## src/rtl/dmem_arbiter_if.sv

```systemverilog
//==============================================================================
// dmem_arbiter_if : CPU / DMA / data-memory signal bundle for dmem_arbiter
// Rev 1.0 - initial release
//==============================================================================
`default_nettype none

interface dmem_arbiter_if;
  // CPU MEM-stage side
  logic        cpu_rd;
  logic        cpu_wr;
  logic [31:0] cpu_addr;
  logic [31:0] cpu_wdata;
  logic [31:0] cpu_rdata;
  logic        cpu_stall;

  // DMA side
  logic        dma_req;
  logic        dma_wr;
  logic        dma_last;
  logic [31:0] dma_addr;
  logic [31:0] dma_wdata;
  logic        dma_gnt;
  logic [31:0] dma_rdata;
  logic        dma_rvalid;

  // Single data-memory port
  logic        mem_rd;
  logic        mem_wr;
  logic [31:0] mem_addr;
  logic [31:0] mem_wdata;
  logic [31:0] mem_rdata;

  // Arbiter view
  modport slave (
    input  cpu_rd, cpu_wr, cpu_addr, cpu_wdata,
    output cpu_rdata, cpu_stall,
    input  dma_req, dma_wr, dma_last, dma_addr, dma_wdata,
    output dma_gnt, dma_rdata, dma_rvalid,
    output mem_rd, mem_wr, mem_addr, mem_wdata,
    input  mem_rdata
  );

  // Environment view (CPU, DMA engine and memory together)
  modport master (
    output cpu_rd, cpu_wr, cpu_addr, cpu_wdata,
    input  cpu_rdata, cpu_stall,
    output dma_req, dma_wr, dma_last, dma_addr, dma_wdata,
    input  dma_gnt, dma_rdata, dma_rvalid,
    input  mem_rd, mem_wr, mem_addr, mem_wdata,
    output mem_rdata
  );
endinterface

`default_nettype wire

```

## src/rtl/dmem_arbiter.sv

```systemverilog
//==============================================================================
// dmem_arbiter : CPU/DMA arbiter for one data-memory port, bounded bursts
// Rev 1.0 - initial release
//==============================================================================
`default_nettype none

module dmem_arbiter #(
  parameter int BURST_MAX  = 8,
  parameter int STARVE_MAX = 4
) (
  input  logic           clk,
  input  logic           rst,
  dmem_arbiter_if.slave  bus
);

  localparam logic [7:0] C_BURST_LIM  = 8'(BURST_MAX);
  localparam logic [7:0] C_STARVE_LIM = 8'(STARVE_MAX);

  typedef enum logic [0:0] {
    IDLE      = 1'b0,
    DMA_BURST = 1'b1
  } state_t;

  state_t      state_q,      state_d;
  logic [7:0]  beat_cnt_q,   beat_cnt_d;
  logic [7:0]  starve_cnt_q, starve_cnt_d;
  logic        dma_rvalid_q, dma_rvalid_d;
  logic [31:0] dma_rdata_q,  dma_rdata_d;

  logic        cpu_req;
  logic        dma_eligible;
  logic        dma_starved;
  logic        cpu_own;
  logic        dma_own;
  logic [7:0]  beat_next;

  // DMA is held off entirely while reset is asserted so a burst cannot resume.
  always_comb begin
    cpu_req      = bus.cpu_rd | bus.cpu_wr;
    dma_eligible = bus.dma_req & rst;
    dma_starved  = dma_eligible & (starve_cnt_q == C_STARVE_LIM);
    cpu_own      = 1'b0;
    dma_own      = 1'b0;
    case (state_q)
      IDLE: begin
        cpu_own = cpu_req & ~dma_starved;
        dma_own = ~cpu_own & dma_eligible;
      end
      DMA_BURST: begin
        dma_own = dma_eligible;
        cpu_own = ~dma_own & cpu_req;
      end
      default: begin
        cpu_own = 1'b0;
        dma_own = 1'b0;
      end
    endcase
  end

  always_comb begin
    bus.mem_rd    = 1'b0;
    bus.mem_wr    = 1'b0;
    bus.mem_addr  = 32'h0;
    bus.mem_wdata = 32'h0;
    if (cpu_own) begin
      bus.mem_wr    = bus.cpu_wr;
      bus.mem_rd    = bus.cpu_rd & ~bus.cpu_wr;
      bus.mem_addr  = bus.cpu_addr;
      bus.mem_wdata = bus.cpu_wdata;
    end else if (dma_own) begin
      bus.mem_wr    = bus.dma_wr;
      bus.mem_rd    = ~bus.dma_wr;
      bus.mem_addr  = bus.dma_addr;
      bus.mem_wdata = bus.dma_wdata;
    end
  end

  assign bus.cpu_rdata  = bus.mem_rdata;
  assign bus.cpu_stall  = cpu_req & ~cpu_own;
  assign bus.dma_gnt    = dma_own;
  assign bus.dma_rvalid = dma_rvalid_q;
  assign bus.dma_rdata  = dma_rdata_q;

  always_comb begin
    state_d    = state_q;
    beat_cnt_d = beat_cnt_q;
    beat_next  = beat_cnt_q + 8'd1;
    if (dma_own) begin
      if (bus.dma_last || (beat_next == C_BURST_LIM)) begin
        state_d    = IDLE;
        beat_cnt_d = 8'd0;
      end else begin
        state_d    = DMA_BURST;
        beat_cnt_d = beat_next;
      end
    end else if (state_q == DMA_BURST) begin
      state_d    = IDLE;
      beat_cnt_d = 8'd0;
    end
  end

  always_comb begin
    starve_cnt_d = starve_cnt_q;
    if (!bus.dma_req || dma_own) begin
      starve_cnt_d = 8'd0;
    end else if (starve_cnt_q != C_STARVE_LIM) begin
      starve_cnt_d = starve_cnt_q + 8'd1;
    end
  end

  always_comb begin
    dma_rvalid_d = dma_own & ~bus.dma_wr;
    dma_rdata_d  = dma_rdata_q;
    if (dma_rvalid_d) begin
      dma_rdata_d = bus.mem_rdata;
    end
  end

  always_ff @(posedge clk) begin
    if (!rst) begin
      state_q      <= IDLE;
      beat_cnt_q   <= 8'd0;
      starve_cnt_q <= 8'd0;
      dma_rvalid_q <= 1'b0;
      dma_rdata_q  <= 32'h0;
    end else begin
      state_q      <= state_d;
      beat_cnt_q   <= beat_cnt_d;
      starve_cnt_q <= starve_cnt_d;
      dma_rvalid_q <= dma_rvalid_d;
      dma_rdata_q  <= dma_rdata_d;
    end
  end

endmodule

`default_nettype wire

```

## src/flat_wrapper.sv

```systemverilog
// flat-port wrapper written by rule: the top's interface ports become plain ports
module dmem_arbiter_flat 
#(
  parameter int BURST_MAX  = 8,
  parameter int STARVE_MAX = 4
)
  (clk, rst, bus_cpu_rd, bus_cpu_wr, bus_cpu_addr, bus_cpu_wdata, bus_cpu_rdata, bus_cpu_stall, bus_dma_req, bus_dma_wr, bus_dma_last, bus_dma_addr, bus_dma_wdata, bus_dma_gnt, bus_dma_rdata, bus_dma_rvalid, bus_mem_rd, bus_mem_wr, bus_mem_addr, bus_mem_wdata, bus_mem_rdata);
  dmem_arbiter_if bus_i ();
  input  logic clk;
  input  logic rst;
  input wire logic [$bits(bus_i.cpu_rd)-1:0] bus_cpu_rd;
  input wire logic [$bits(bus_i.cpu_wr)-1:0] bus_cpu_wr;
  input wire logic [$bits(bus_i.cpu_addr)-1:0] bus_cpu_addr;
  input wire logic [$bits(bus_i.cpu_wdata)-1:0] bus_cpu_wdata;
  output wire logic [$bits(bus_i.cpu_rdata)-1:0] bus_cpu_rdata;
  output wire logic [$bits(bus_i.cpu_stall)-1:0] bus_cpu_stall;
  input wire logic [$bits(bus_i.dma_req)-1:0] bus_dma_req;
  input wire logic [$bits(bus_i.dma_wr)-1:0] bus_dma_wr;
  input wire logic [$bits(bus_i.dma_last)-1:0] bus_dma_last;
  input wire logic [$bits(bus_i.dma_addr)-1:0] bus_dma_addr;
  input wire logic [$bits(bus_i.dma_wdata)-1:0] bus_dma_wdata;
  output wire logic [$bits(bus_i.dma_gnt)-1:0] bus_dma_gnt;
  output wire logic [$bits(bus_i.dma_rdata)-1:0] bus_dma_rdata;
  output wire logic [$bits(bus_i.dma_rvalid)-1:0] bus_dma_rvalid;
  output wire logic [$bits(bus_i.mem_rd)-1:0] bus_mem_rd;
  output wire logic [$bits(bus_i.mem_wr)-1:0] bus_mem_wr;
  output wire logic [$bits(bus_i.mem_addr)-1:0] bus_mem_addr;
  output wire logic [$bits(bus_i.mem_wdata)-1:0] bus_mem_wdata;
  input wire logic [$bits(bus_i.mem_rdata)-1:0] bus_mem_rdata;
  assign bus_i.cpu_rd = bus_cpu_rd;
  assign bus_i.cpu_wr = bus_cpu_wr;
  assign bus_i.cpu_addr = bus_cpu_addr;
  assign bus_i.cpu_wdata = bus_cpu_wdata;
  assign bus_cpu_rdata = bus_i.cpu_rdata;
  assign bus_cpu_stall = bus_i.cpu_stall;
  assign bus_i.dma_req = bus_dma_req;
  assign bus_i.dma_wr = bus_dma_wr;
  assign bus_i.dma_last = bus_dma_last;
  assign bus_i.dma_addr = bus_dma_addr;
  assign bus_i.dma_wdata = bus_dma_wdata;
  assign bus_dma_gnt = bus_i.dma_gnt;
  assign bus_dma_rdata = bus_i.dma_rdata;
  assign bus_dma_rvalid = bus_i.dma_rvalid;
  assign bus_mem_rd = bus_i.mem_rd;
  assign bus_mem_wr = bus_i.mem_wr;
  assign bus_mem_addr = bus_i.mem_addr;
  assign bus_mem_wdata = bus_i.mem_wdata;
  assign bus_i.mem_rdata = bus_mem_rdata;
  dmem_arbiter #(.BURST_MAX(BURST_MAX), .STARVE_MAX(STARVE_MAX)) u_core (.clk(clk), .rst(rst), .bus(bus_i));
endmodule
```

## config.mk

```make
export PLATFORM = sky130hd
export DESIGN_NAME = dmem_arbiter_flat
export DESIGN_NICKNAME = d
export VERILOG_FILES = /design/src/rtl/dmem_arbiter_if.sv /design/src/rtl/dmem_arbiter.sv /design/src/flat_wrapper.sv
export SDC_FILE = /design/constraint.sdc
export NUM_CORES = 1
export LEC_CHECK = 0
export BUFFER_PORTS_ARGS = -buffer_cell sky130_fd_sc_hd__buf_4
export CAP_MARGIN = 30
export CORE_AREA = 2 2 115 117
export CTS_CLUSTER_SIZE = 16
export DETAILED_ROUTE_END_ITERATION = 12
export DIE_AREA = 0 0 117 119
export PLACE_DENSITY = 0.56
export SYNTH_ARGS = -nofsm -noshare
export SYNTH_HDL_FRONTEND = slang
export SYNTH_SLANG_ARGS = --single-unit
```

## constraint.sdc

```tcl
create_clock -name clk -period 3.2 [get_ports clk]
set_clock_uncertainty 0.15 [all_clocks]
set_input_delay 0.64 -clock clk [delete_from_list [all_inputs] [get_ports clk]]
set_output_delay 0.64 -clock clk [all_outputs]
set_load 0.01 [all_outputs]
```

# --- Yosys cells after proc, flatten, opt, wreduce, memory -nomap -nowiden ---
# Cells that the tools add are included.
word_totals:
  reg_bits: 50
classes:
  addsub: 2
  eq_ne: 3
  muxes: 14
  bitwise_logic: 17
  reduce_logical: 6
op_table:
  columns: ["operator", "n"]
  rows:
  - ["$mux 32", 4]
  - ["$mux 8", 3]
  - ["$add 8x1->8 const B", 2]
  - ["$and 1x1->1", 8]
  - ["$eq 8x3->1 const B", 1]
  - ["$eq 8x4->1 const B", 1]
  - ["$ne 8x3->1 const B", 1]
  - ["$not 1->1", 8]
  - ["$mux 1", 5]
  - ["$pmux 1 s2", 2]
  - ["$logic_or 1x1->1", 2]
  - ["$reduce_and 2->1", 1]
  - ["$reduce_bool 2->1", 1]
  - ["$reduce_or 2->1", 1]
  - ["$logic_not 1->1", 1]
  - ["$or 1x1->1", 1]

# --- Depth between registers and ports, before layout ---
logic_depth:
  depth_word: 9
  depth_mapped: 10

# --- Least setup slack after synthesis ---
# Ideal clock, no wire load.
synth_timing:
  kind: "register -> output"
  startpoint: "register u_core.starve_cnt_q[0]"
  endpoint: "output bus_mem_addr[22]"
  arrival_time_ns: 1.988
  t_required_ns: 2.410
  path_slack_ns: 0.422
  path_stages_with_launch: 10
  path_cell_list: "dfxtp_1 inv_1 ha_1 nor4b_2 and3_1 o21ai_1 nor2b_1 buf_2 buf_1 a22o_1"
synth_between:
  elab_chain_len: 9
synth_rtl:
  columns: ["element", "line_no", "text"]
  rows:
  - ["start: declaration", "dmem_arbiter.sv:26", "logic [7:0] starve_cnt_q, starve_cnt_d;"]
  - ["start signal: assignment", "dmem_arbiter.sv:129", "starve_cnt_q <= starve_cnt_d;"]
  - ["$eq 8x3->1 *", "dmem_arbiter.sv:41", "dma_starved = dma_eligible & (starve_cnt_q == C_STARVE_LIM);"]
  - ["$and 1x1->1 *", "dmem_arbiter.sv:41", null]
  - ["$not 1->1 *", "dmem_arbiter.sv:46", "cpu_own = cpu_req & ~dma_starved;"]
  - ["$and 1x1->1 *", "dmem_arbiter.sv:46", null]
  - ["$not 1->1", "dmem_arbiter.sv:47", "dma_own = ~cpu_own & dma_eligible;"]
  - ["$and 1x1->1", "dmem_arbiter.sv:47", null]
  - ["$pmux 1 s2", "dmem_arbiter.sv:44", "case (state_q)"]
  - ["$mux 32", "dmem_arbiter.sv:70", "end else if (dma_own) begin"]
  - ["$mux 32 *", "dmem_arbiter.sv:65", "if (cpu_own) begin"]
  - ["end: declaration", "flat_wrapper.sv:27", "output wire logic [$bits(bus_i.mem_addr)-1:0] bus_mem_addr;"]
# Mark *: on every way between the ends. The rest lies on a longest branch, timed or not.

# --- Worst setup path in the final report ---
layout_timing:
  startpoint: "register u_core.starve_cnt_q[0]"
  endpoint: "output bus_mem_wdata[16]"
layout_between:
  elab_chain_len: 9
layout_rtl:
  columns: ["element", "line_no", "text"]
  rows:
  - ["$eq 8x3->1 *", "dmem_arbiter.sv:41", null]
  - ["$and 1x1->1 *", "dmem_arbiter.sv:41", null]
  - ["$not 1->1 *", "dmem_arbiter.sv:46", null]
  - ["$and 1x1->1 *", "dmem_arbiter.sv:46", null]
  - ["$not 1->1", "dmem_arbiter.sv:47", null]
  - ["$and 1x1->1", "dmem_arbiter.sv:47", null]
  - ["$pmux 1 s2", "dmem_arbiter.sv:44", null]
  - ["$mux 32", "dmem_arbiter.sv:70", null]
  - ["$mux 32 *", "dmem_arbiter.sv:65", null]
  - ["end: declaration", "flat_wrapper.sv:28", "output wire logic [$bits(bus_i.mem_wdata)-1:0] bus_mem_wdata;"]
# Marks and branches as above.

==> impl_metrics.xml <==
<?xml version="1.0" encoding="UTF-8"?>
<metrics>
  <group name="setup_path">
    <metric name="critical_path.reg2reg.endpoint" unit="">u_core.bus.dma_rdata[26]</metric>
    <metric name="r2r_setup_slack" unit="ns">0.85</metric>
    <metric name="worst-r2r-cell-count" unit="">10</metric>
    <metric name="critPathBufInv" unit="">3</metric>
    <metric name="cpPeakStageDelay" unit="ns">0.36</metric>
    <metric name="critical_path.top_delay_family" unit="">simple AND/OR/NAND/NOR gates</metric>
    <metric name="critical_path.cell_chain" unit="">inv_1 -&gt; ha_1 -&gt; nor4b_4 -&gt; and3_2 -&gt; o21ai_4 -&gt; nor2b_4 -&gt; bufbuf_16 -&gt; a22o_1 -&gt; buf_4</metric>
    <metric name="worst_setup_path_start_kind" unit="">register</metric>
    <metric name="worst-path-max-fanout" unit="">32</metric>
    <metric name="cp-end-kind" unit="">output pin</metric>
    <metric name="worst_ep_required_time" unit="ns">2.41</metric>
    <metric name="cp_data_arrival_time" unit="ns">2.30</metric>
    <metric name="timing.critical_path.slowest_stage_cell" unit="">dfxtp_2</metric>
    <metric name="timing.rr.start" unit="">u_core.starve_cnt_q[1]</metric>
    <metric name="critPathKind" unit="">register to output pin</metric>
  </group>
  <group name="synthesis">
    <metric name="seq_area_frac_synth" unit="%">32.9</metric>
    <metric name="synthesis.nets" unit="">532</metric>
    <metric name="synth.ff_latch_count" unit="">50</metric>
    <metric name="ys_types" unit="">47</metric>
    <metric name="yosysTopAreaCellShare" unit="%">32.9</metric>
    <metric name="synth.top_cells.by_area" unit="">dfxtp_1 33%, a22o_1 19%, nand2_1 8.9%, buf_4 8.6%, a21boi_1 6.9%</metric>
    <metric name="ys_warn_count" unit="">0</metric>
    <metric name="synth_edf_count" unit="">0</metric>
    <metric name="synthesized_instance_count" unit="">361</metric>
    <metric name="synth_top_flop_cell" unit="">dfxtp_1</metric>
    <metric name="synthArstFlopShare" unit="%">0</metric>
    <metric name="syn_area_per_cell" unit="um^2">8.43</metric>
    <metric name="synth.largest_area_cell" unit="">dfxtp_1</metric>
    <metric name="syn-cell-area" unit="mm^2">0.00304</metric>
  </group>
  <group name="timing">
    <metric name="timing.final.setup_violations" unit="">0</metric>
    <metric name="finalWorstSetupSlack" unit="ns">0.115</metric>
    <metric name="rsz0062_at_grt" unit="">yes</metric>
    <metric name="final_period_minus_worst_setup_slack" unit="ns">3.09</metric>
    <metric name="post-route-period-util" unit="%">96.4</metric>
    <metric name="maxSlewViolCount" unit="">0</metric>
    <metric name="hold_viol_final" unit="">0</metric>
    <metric name="timing.max_slew.rel_slack" unit="%">69.8</metric>
    <metric name="tightestPinTransition" unit="ns">0.453</metric>
    <metric name="tns" unit="ns">0</metric>
    <metric name="max_freq" unit="GHz">0.324</metric>
  </group>
  <group name="drt">
    <metric name="wirelength" unit="um">15300</metric>
    <metric name="routed_via_count_divided_by_cell_count" unit="">4.65</metric>
    <metric name="dr.pass1.iters" unit="">4</metric>
    <metric name="dr_total_vias" unit="">3713</metric>
    <metric name="drc" unit="">0</metric>
    <metric name="drt_first_iter_violations" unit="">171</metric>
    <metric name="antenna_violating_nets_post_route" unit="">0</metric>
    <metric name="routed_wire_length_per_instance" unit="um">19.1</metric>
  </group>
  <group name="finish">
    <metric name="fraction_of_layout_instances_using_a_drive_strength_above_1" unit="%">54.3</metric>
    <metric name="fin_util" unit="%">42.7</metric>
    <metric name="final_common_cell" unit="">buf_4</metric>
    <metric name="layout.cells.non_filler" unit="">799</metric>
    <metric name="area_growth_syn_to_layout" unit="%">80.9</metric>
    <metric name="nets" unit="">791</metric>
    <metric name="layout.cells.most_common_list" unit="">308 x buf_4, 72 x nand2_1, 63 x a22o_1</metric>
  </group>
  <group name="cts">
    <metric name="ctsHtreeMaxLevel" unit="">2</metric>
    <metric name="tritoncts" unit="">built</metric>
    <metric name="ctsLongestPathBuffers" unit="">2</metric>
    <metric name="cts_buffers" unit="">5</metric>
    <metric name="cts.clk_slew.worst_paths" unit="ns">0.07</metric>
    <metric name="clock_latency" unit="ns">0.28</metric>
    <metric name="master_cell_of_the_clock_root_buffer" unit="">clkbuf_16</metric>
    <metric name="clkSinkCount" unit="">50</metric>
  </group>
  <group name="floorplanning">
    <metric name="io_pins" unit="">300</metric>
    <metric name="initial_utilization" unit="%">23.6</metric>
    <metric name="dieArea" unit="mm^2">0.0139</metric>
    <metric name="design.core.area" unit="mm^2">0.0129</metric>
    <metric name="num_rows" unit="">42</metric>
    <metric name="dieWidth" unit="um">117</metric>
    <metric name="die_height" unit="um">119</metric>
  </group>
  <group name="min_path">
    <metric name="timing.hold.worst_endpoint" unit="">u_core.bus.dma_rdata[7]</metric>
    <metric name="min_delay_path_depth" unit="">2</metric>
    <metric name="holdCritPathClass" unit="">register to register</metric>
    <metric name="timing.hold.worst.start" unit="">u_core.bus.dma_rdata[7]</metric>
  </group>
  <group name="place">
    <metric name="place_congestion" unit="">0.834</metric>
    <metric name="detailedPlace.worstSlack" unit="ns">0.0806</metric>
    <metric name="place.detailed.instances" unit="">785</metric>
    <metric name="numPortBuffers" unit="">299</metric>
    <metric name="dp.final_hpwl" unit="um">12400</metric>
  </group>
  <group name="global_route">
    <metric name="grt_pass1_wl" unit="um">21100</metric>
    <metric name="antenna_violations_before_repair" unit="">3</metric>
    <metric name="first_global_vias" unit="">3597</metric>
    <metric name="grt_use_total" unit="%">20.3</metric>
    <metric name="grt_start_max_net_pins" unit="">44</metric>
    <metric name="grt_overflow" unit="">0</metric>
  </group>
  <group name="run">
    <metric name="max_cap_viol_count" unit="">0</metric>
  </group>
  <group name="run_status">
    <metric name="outcome" unit="">finished, final reports clean</metric>
  </group>
  <group name="pwr">
    <metric name="cellPowerDensity" unit="mW/mm^2">324</metric>
    <metric name="lkg_pwr" unit="nW">2.76</metric>
    <metric name="power.ir.vdd_worst" unit="mV">0.201</metric>
    <metric name="total_power" unit="mW">1.78</metric>
  </group>
</metrics>
-- worst reg2reg max path, stage by stage (launching register included) --
cell      delay (ns)
dfxtp_2         0.35
inv_1           0.06
ha_1            0.14
nor4b_4         0.26
a311oi_2        0.14
buf_4           0.18
or3_1           0.35
clkinv_2        0.07
buf_4           0.32
nand2_1         0.12
a21boi_0        0.16
-- state kept, by name (all words and copies together), names as in the netlist --
signal and flops:
u_core.bus.dma_rvalid 1, u_core.starve_cnt_q 8, u_core.bus.dma_rdata 32, u_core.state_q 1, u_core.beat_cnt_q 8
-- synth_stat cells, types with 2 or more instances --
cell type	number
a31oi_1	2
buf_1	3
xor2_1	6
o21ai_0	4
a21boi_0	5
nor2_1	14
buf_4	35
a22o_1	65
nor3_1	3
nand2_1	72
or2_2	2
a21oi_1	5
inv_1	3
a21boi_1	28
and3_1	3
nand3_1	7
ha_1	4
dfxtp_1	50
buf_2	10
clkbuf_1	10
xnor2_1	4
-- cells by family after synthesis --
kind of cell | count (synthesis) | synth area share [%]
AND/OR/NAND/NOR | 109 | 15.5
AO/OA/AOI/OAI | 123 | 33.6
flip-flops | 50 | 32.9
buffers and inverters | 63 | 12.8
XOR/XNOR | 10 | 2.88
adder cells (fa/ha/maj) | 4 | 1.65
multiplexers | 2 | 0.699
-- per-layer routing --
metal | track usage [%] | vias up | part of all wire [%]
met5 | 0 | - | 0.085
met3 | 5.95 | 15 | 10
li1 | - | 1781 | -
met2 | 32.8 | 160 | 48
met4 | 5.59 | 2 | 1.5
met1 | 26.1 | 1755 | 40
-- per-stage QoR --
stage | hold WS (ns) | instance area, um^2
6_report | 0.302 | 5500
5_1_grt | 0.320 | 5500
4_1_cts | 0.306 | 5480
3_5_place_dp | 0.296 | 5230
3_3_place_gp | 0.292 | 5230
2_1_floorplan | 0.298 | 3040
-- final cells by class --
cell class              instances  area [um^2]
fillers                      1326         7370
repair buffers                311         2380
multi-input cells             248         1700
flip-flops and latches         50         1000
well taps                     176          220
clock buffers                   5          125
clock inverters                 3         48.8
inverters                       4         16.3
diodes                          2         5.00
-- how the worst max path moves through the flow --
stage / from / end / slack (ns) / depth (start not counted)
3_5_place_dp: u_core.starve_cnt_q[0] / bus_mem_addr[25] / 0.08 / 9
6_report: u_core.starve_cnt_q[0] / bus_mem_wdata[16] / 0.11 / 9
4_1_cts: u_core.starve_cnt_q[0] / bus_mem_wdata[16] / 0.004 / 9
3_3_place_gp: bus_cpu_wr / bus_mem_addr[25] / 0.09 / 8
2_1_floorplan: u_core.starve_cnt_q[0] / bus_mem_addr[22] / 0.42 / 9
5_1_grt: u_core.starve_cnt_q[0] / bus_mem_addr[9] / -0.007 / 9
-- report_power, final --
group | internal, mW | total (mW) | switching (mW)
clock network | 0.374 | 0.615 | 0.241
logic | 0.313 | 0.533 | 0.219
registers | 0.630 | 0.635 | 0.00556
total | 1.32 | 1.78 | 0.466
-- repair_timing --
action                                  in CTS  in global routing
hold buffers                                 0                  0
endpoints found under the setup margin      65                 62
pin swaps                                    1                  0
cloned                                       1                  0
setup buffers                                3                  0
gates resized for setup                      3                  5
(Power assumes the default switching activity.)
